## src/rtl/load_store_unit.sv

```systemverilog
// Load/store unit: one byte/half/word access at a time on a simple req/ack memory port.
// Latency: start->done >= 2 cycles (1 for faults); mem_req waits on mem_ack up to TIMEOUT cycles; start is ignored while busy.
module load_store_unit #(
    parameter int unsigned TIMEOUT = 255
) (
    input  logic        clk,
    input  logic        rst,
    input  logic        start_i,
    input  logic        is_store_i,
    input  logic [2:0]  funct3_i,
    input  logic [31:0] addr_i,
    input  logic [31:0] wdata_i,
    output logic        busy_o,
    output logic        done_o,
    output logic [1:0]  fault_o,
    output logic [31:0] rdata_o,
    output logic        mem_req_o,
    output logic        mem_we_o,
    output logic [29:0] mem_addr_o,
    output logic [3:0]  mem_be_o,
    output logic [31:0] mem_wdata_o,
    input  logic        mem_ack_i,
    input  logic [31:0] mem_rdata_i
);
    localparam int CW = $clog2(TIMEOUT + 1);

    typedef enum logic [1:0] {IDLE, REQ, RESP, FAULT} state_t;

    state_t        state_q;
    logic [CW-1:0] wait_q;
    logic          is_store_q;
    logic [2:0]    funct3_q;
    logic [1:0]    addr_lo_q;
    logic          done_q;
    logic [1:0]    fault_q;
    logic [31:0]   rdata_q;
    logic          mem_req_q;
    logic          mem_we_q;
    logic [29:0]   mem_addr_q;
    logic [3:0]    mem_be_q;
    logic [31:0]   mem_wdata_q;

    logic          illegal;
    logic          misaligned;
    logic [3:0]    be_d;
    logic [31:0]   wdata_d;
    logic [7:0]    lbyte;
    logic [15:0]   lhalf;
    logic [31:0]   load_d;

    // Decode of the incoming request, only meaningful in IDLE.
    always_comb begin
        illegal    = (funct3_i == 3'b011) || (funct3_i[2:1] == 2'b11) || (is_store_i && funct3_i[2]);
        misaligned = ((funct3_i[1:0] == 2'b01) && addr_i[0]) ||
                     ((funct3_i[1:0] == 2'b10) && (addr_i[1:0] != 2'b00));
        case (funct3_i[1:0])
            2'b00: begin
                be_d    = 4'b0001 << addr_i[1:0];
                wdata_d = {4{wdata_i[7:0]}};
            end
            2'b01: begin
                be_d    = 4'b0011 << addr_i[1:0];
                wdata_d = {2{wdata_i[15:0]}};
            end
            default: begin
                be_d    = 4'b1111;
                wdata_d = wdata_i;
            end
        endcase
    end

    // Lane extraction of the returned word for the latched request.
    always_comb begin
        case (addr_lo_q)
            2'd0:    lbyte = mem_rdata_i[7:0];
            2'd1:    lbyte = mem_rdata_i[15:8];
            2'd2:    lbyte = mem_rdata_i[23:16];
            default: lbyte = mem_rdata_i[31:24];
        endcase
        lhalf = addr_lo_q[1] ? mem_rdata_i[31:16] : mem_rdata_i[15:0];
        case (funct3_q)
            3'b000:  load_d = {{24{lbyte[7]}}, lbyte};
            3'b001:  load_d = {{16{lhalf[15]}}, lhalf};
            3'b100:  load_d = {24'b0, lbyte};
            3'b101:  load_d = {16'b0, lhalf};
            default: load_d = mem_rdata_i;
        endcase
    end

    always_ff @(posedge clk or posedge rst) begin
        if (rst) begin
            state_q     <= IDLE;
            wait_q      <= '0;
            is_store_q  <= 1'b0;
            funct3_q    <= 3'b000;
            addr_lo_q   <= 2'b00;
            done_q      <= 1'b0;
            fault_q     <= 2'b00;
            rdata_q     <= '0;
            mem_req_q   <= 1'b0;
            mem_we_q    <= 1'b0;
            mem_addr_q  <= '0;
            mem_be_q    <= 4'b0000;
            mem_wdata_q <= '0;
        end else begin
            done_q  <= 1'b0;
            fault_q <= 2'b00;
            case (state_q)
                IDLE: begin
                    if (start_i) begin
                        is_store_q <= is_store_i;
                        funct3_q   <= funct3_i;
                        addr_lo_q  <= addr_i[1:0];
                        if (illegal || misaligned) begin
                            state_q <= FAULT;
                            done_q  <= 1'b1;
                            fault_q <= illegal ? 2'b10 : 2'b01;
                        end else begin
                            state_q     <= REQ;
                            wait_q      <= '0;
                            mem_req_q   <= 1'b1;
                            mem_we_q    <= is_store_i;
                            mem_addr_q  <= addr_i[31:2];
                            mem_be_q    <= be_d;
                            mem_wdata_q <= wdata_d;
                        end
                    end
                end
                REQ: begin
                    // An ack in the last allowed cycle still completes the access.
                    if (mem_ack_i) begin
                        state_q   <= RESP;
                        done_q    <= 1'b1;
                        mem_req_q <= 1'b0;
                        mem_we_q  <= 1'b0;
                        mem_be_q  <= 4'b0000;
                        if (!is_store_q) rdata_q <= load_d;
                    end else if (wait_q == CW'(TIMEOUT - 1)) begin
                        state_q   <= FAULT;
                        done_q    <= 1'b1;
                        fault_q   <= 2'b11;
                        mem_req_q <= 1'b0;
                        mem_we_q  <= 1'b0;
                        mem_be_q  <= 4'b0000;
                    end else begin
                        wait_q <= wait_q + CW'(1);
                    end
                end
                RESP:    state_q <= IDLE;
                default: state_q <= IDLE;
            endcase
        end
    end

    assign busy_o      = (state_q != IDLE);
    assign done_o      = done_q;
    assign fault_o     = fault_q;
    assign rdata_o     = rdata_q;
    assign mem_req_o   = mem_req_q;
    assign mem_we_o    = mem_we_q;
    assign mem_addr_o  = mem_addr_q;
    assign mem_be_o    = mem_be_q;
    assign mem_wdata_o = mem_wdata_q;
endmodule

```

## config.mk

```make
export PLATFORM = sky130hd
export DESIGN_NAME = load_store_unit
export DESIGN_NICKNAME = d
export VERILOG_FILES = /design/src/rtl/load_store_unit.sv
export SDC_FILE = /design/constraint.sdc
export NUM_CORES = 1
export LEC_CHECK = 0
export ABC_AREA = 1
export CORE_ASPECT_RATIO = 0.8
export CORE_MARGIN = 10
export CORE_UTILIZATION = 41
export DETAILED_ROUTE_END_ITERATION = 8
export GPL_TIMING_DRIVEN = 0
export PLACE_DENSITY = 0.85
export SETUP_SLACK_MARGIN = 0.1
export SLEW_MARGIN = 0
export SYNTH_ARGS = -nofsm -noshare
export SYNTH_HDL_FRONTEND = slang
export SYNTH_SLANG_ARGS = --single-unit
```

## constraint.sdc

```tcl
create_clock -name clk -period 4.5 [get_ports clk]
set_input_delay 1.35 -clock clk [delete_from_list [all_inputs] [get_ports clk]]
set_output_delay 1.35 -clock clk [all_outputs]
set_load 0.01 [all_outputs]
```

==> metrics.cfg <==
[finish]
design_area_sq_um = 8710
final_util_pct = 63.8
drive_gt1_share_pct = 8.71
nNetsFinal = 1057
area_growth_pct = 51.7
n_fill_cell = 1162

[global_route]
use_met1_pct = 24.4
antenna_found_initial = 0
use_met3_pct = 11.1
grt_pass1_vias = 6030
grt_max_degree = 42
busiest_layer = met2
met2_usage_pct = 34.4
overflow = 0
track_usage_pct = 21.3
grt_first_pass_wirelength_um = 32900

[synth]
yosys.area_share.adder_pct = 0.436
synth_nets = 829
synth-edff-count = 0
synth_top_cell_by_area = dfrtp_1
ys_ff_latch = 119
synth_xor_xnor_area_share_pct = 0.610
ys_top_cells_by_count = nand2_1, dfrtp_1, nand3_1
synth_cell_type_count = 32
synthFlopType = dfrtp_1
yosys_warnings = 0
ys_seq_area_share_pct = 51.9
syn_inst = 723
synth-simple-area-share_pct = 27.4
syn_area_per_cell_sq_um = 7.94
synth_top_family_by_area = simple AND/OR/NAND/NOR gates
synth_mux_area_share_pct = 0
synth_area_sq_um = 5740
synth_compound_area_share_pct = 12.6
yosysMostFrequentCell = nand2_1
yosys-top-cells-area = dfrtp_1, nand2_1, nand3_1
netlist.area_leader.share_pct = 51.9
synthArstFlopShare_pct = 100

[clocking]
cts_tree = done
clk_path_buf_depth = 2
cts_root_buffer = clkbuf_16
clock_sinks = 119
cts_made_buffers = 17
postCtsResizedCells = 0
clkTransAtPathRegs_ps = 60
insertion_delay_ps = 410
htree_levels = 4
post_cts_buffers = 0
cts_hold_buffers = 0

[critical_path]
slowest_delay_ps = 480
required_ps = 3150
startpoint_type = flop
cp-end-kind = primary output
rr_worst_depth = 9
path_cells = nor2_2 > inv_1 > clkdlybuf4s50_1
critPathTopFamily = buffers and inverters
slowest_stage = clkdlybuf4s50_1
cp.arrival_ps = 1520
crit_cells = 3
crit_type = reg2out
path_buf_inv = 2
critPathMaxFanout = 3

[sta]
max_freq_ghz = 0.349
hold_viol_final = 0
setup_viol = 0
slew_viol_final = 0
setup_tns_ps = 0
rsz0062_at_grt = no
post-route-min-period_ps = 2870
fin_crit_sh_pct = 63.8
skew_ps = 7.00
slew_headroom_pct = 61.9
tightest_slew_ps = 570

[detailed_routing]
finalWirelength_um = 20900
drtAntennaViolNets = 0
routedWlPerCell_um = 18.3
initialDrtViolationCount = 432
avgViaCountPerCell = 5.19
vias = 5937
drc = 0
dr.pass1.iters = 5

[floorplanning]
rows = 38
start_util_pct = 42.1
die-area_sq_um = 19200
boundaryPins = 208
die_w_um = 152
die_h_um = 126
core_area_sq_um = 13600

[placed_design]
port_buffers = 206
hpwl_um = 15800
gp_congestion = 0.909
place_area_sq_um = 8100

[run]
maxCapViolations = 0

[min_path]
hp-class = reg2reg
whs_path_depth = 2

[status]
status = completed

[power]
ir_drop_v = 0.000402
leakagePower_nw = 4.12
powerDensity_nw_per_um2 = 665

==> worst min-delay path: cells and delay by family (launching register included) <==
family        cells  cell delay (ps)
flops             1              340
simple gates      2              100
==> cell type report <==
cell class                 instances  area, sq um  share of cell area (%)
sequential                       119         2980                    34.2
multi-input combinational        510         2350                    27.0
timing repair buffer             209         2130                    24.4
clock buffer                      21          460                    5.29
tap                              180          225                    2.59
inverter                          55          210                    2.41
buffer                            39          205                    2.36
clock inverter                    11          149                    1.71
antenna                            1         2.50                  0.0287
==> state kept, by name (all words and copies together), names as in the netlist, 2 cells and up <==
name	cells
mem_wdata_o	32
rdata_o	32
mem_addr_o	30
wait_q	8
mem_be_o	4
funct3_q	3
addr_lo_q	2
fault_o	2
state_q	2
==> per-stage QoR <==
| stage | hold slack (ps) | instances | power (W) | worst slack, ps |
|---|---|---|---|---|
| 3_3_place_gp | 453 | 1109 | 0.00431 | 525 |
| 6_report | 470 | 1145 | 0.00579 | 1630 |
| 2_1_floorplan | 467 | 723 | 0.00300 | 1690 |
| 3_5_place_dp | 457 | 1112 | 0.00439 | 1460 |
| 5_1_grt | 487 | 1144 | 0.00617 | 1550 |
| 4_1_cts | 472 | 1144 | 0.00583 | 1610 |
==> per-layer routing <==
layer  wire (um)  part of all wire, %  up-vias
li1            -                    -     2792
met1        8140                   39     2803
met2        9630                   46      310
met3        2860                   14       32
met4         314                  1.5        0
met5           0                    0        -
==> cell usage in the layout, fill, tap and decap left out, types with 3 or more instances in the layout <==
cell type	synthesis	final
bufinv_16	0	3
or2_2	6	6
inv_2	6	6
or2_1	3	3
nand2_1	236	236
o21ai_1	9	9
clkbuf_1	11	13
buf_6	3	3
a21oi_1	52	52
inv_1	49	48
or2_0	8	8
clkinvlp_4	0	4
clkinv_4	0	3
dfrtp_1	119	119
clkdlybuf4s50_1	0	206
nor2_1	30	30
o211ai_1	7	7
o21ai_0	64	64
buf_2	23	23
nand3_1	71	71
clkbuf_16	0	17
==> worst paths after layout <==
path	slack, ps	endpoint	start
setup reg to reg	2830	mem_be_o[2]	wait_q[0]
max in group asynchronous	2410	mem_wdata_o[6]	rst
hold / removal	470	mem_req_o	mem_req_o
min in group asynchronous	1340	rdata_o[30]	rst
setup / recovery	1630	busy_o	state_q[0]
hold reg to reg	470	mem_req_o	mem_req_o
==> power breakdown <==
part / switching, W / internal, W
clock: 0.000503 / 0.000901
sequential: 0.000274 / 0.00154
combinational: 0.00134 / 0.00124
==> cells by family (layout without fill, tap and decap cells) <==
group | after synthesis | in the layout
simple gates | 366 | 366
compound gates | 138 | 138
flops | 119 | 119
buf+inv | 94 | 335
xor+xnor | 4 | 4
fa+ha+maj | 2 | 2
other cells | 0 | 1
(Power assumes the default switching activity.)
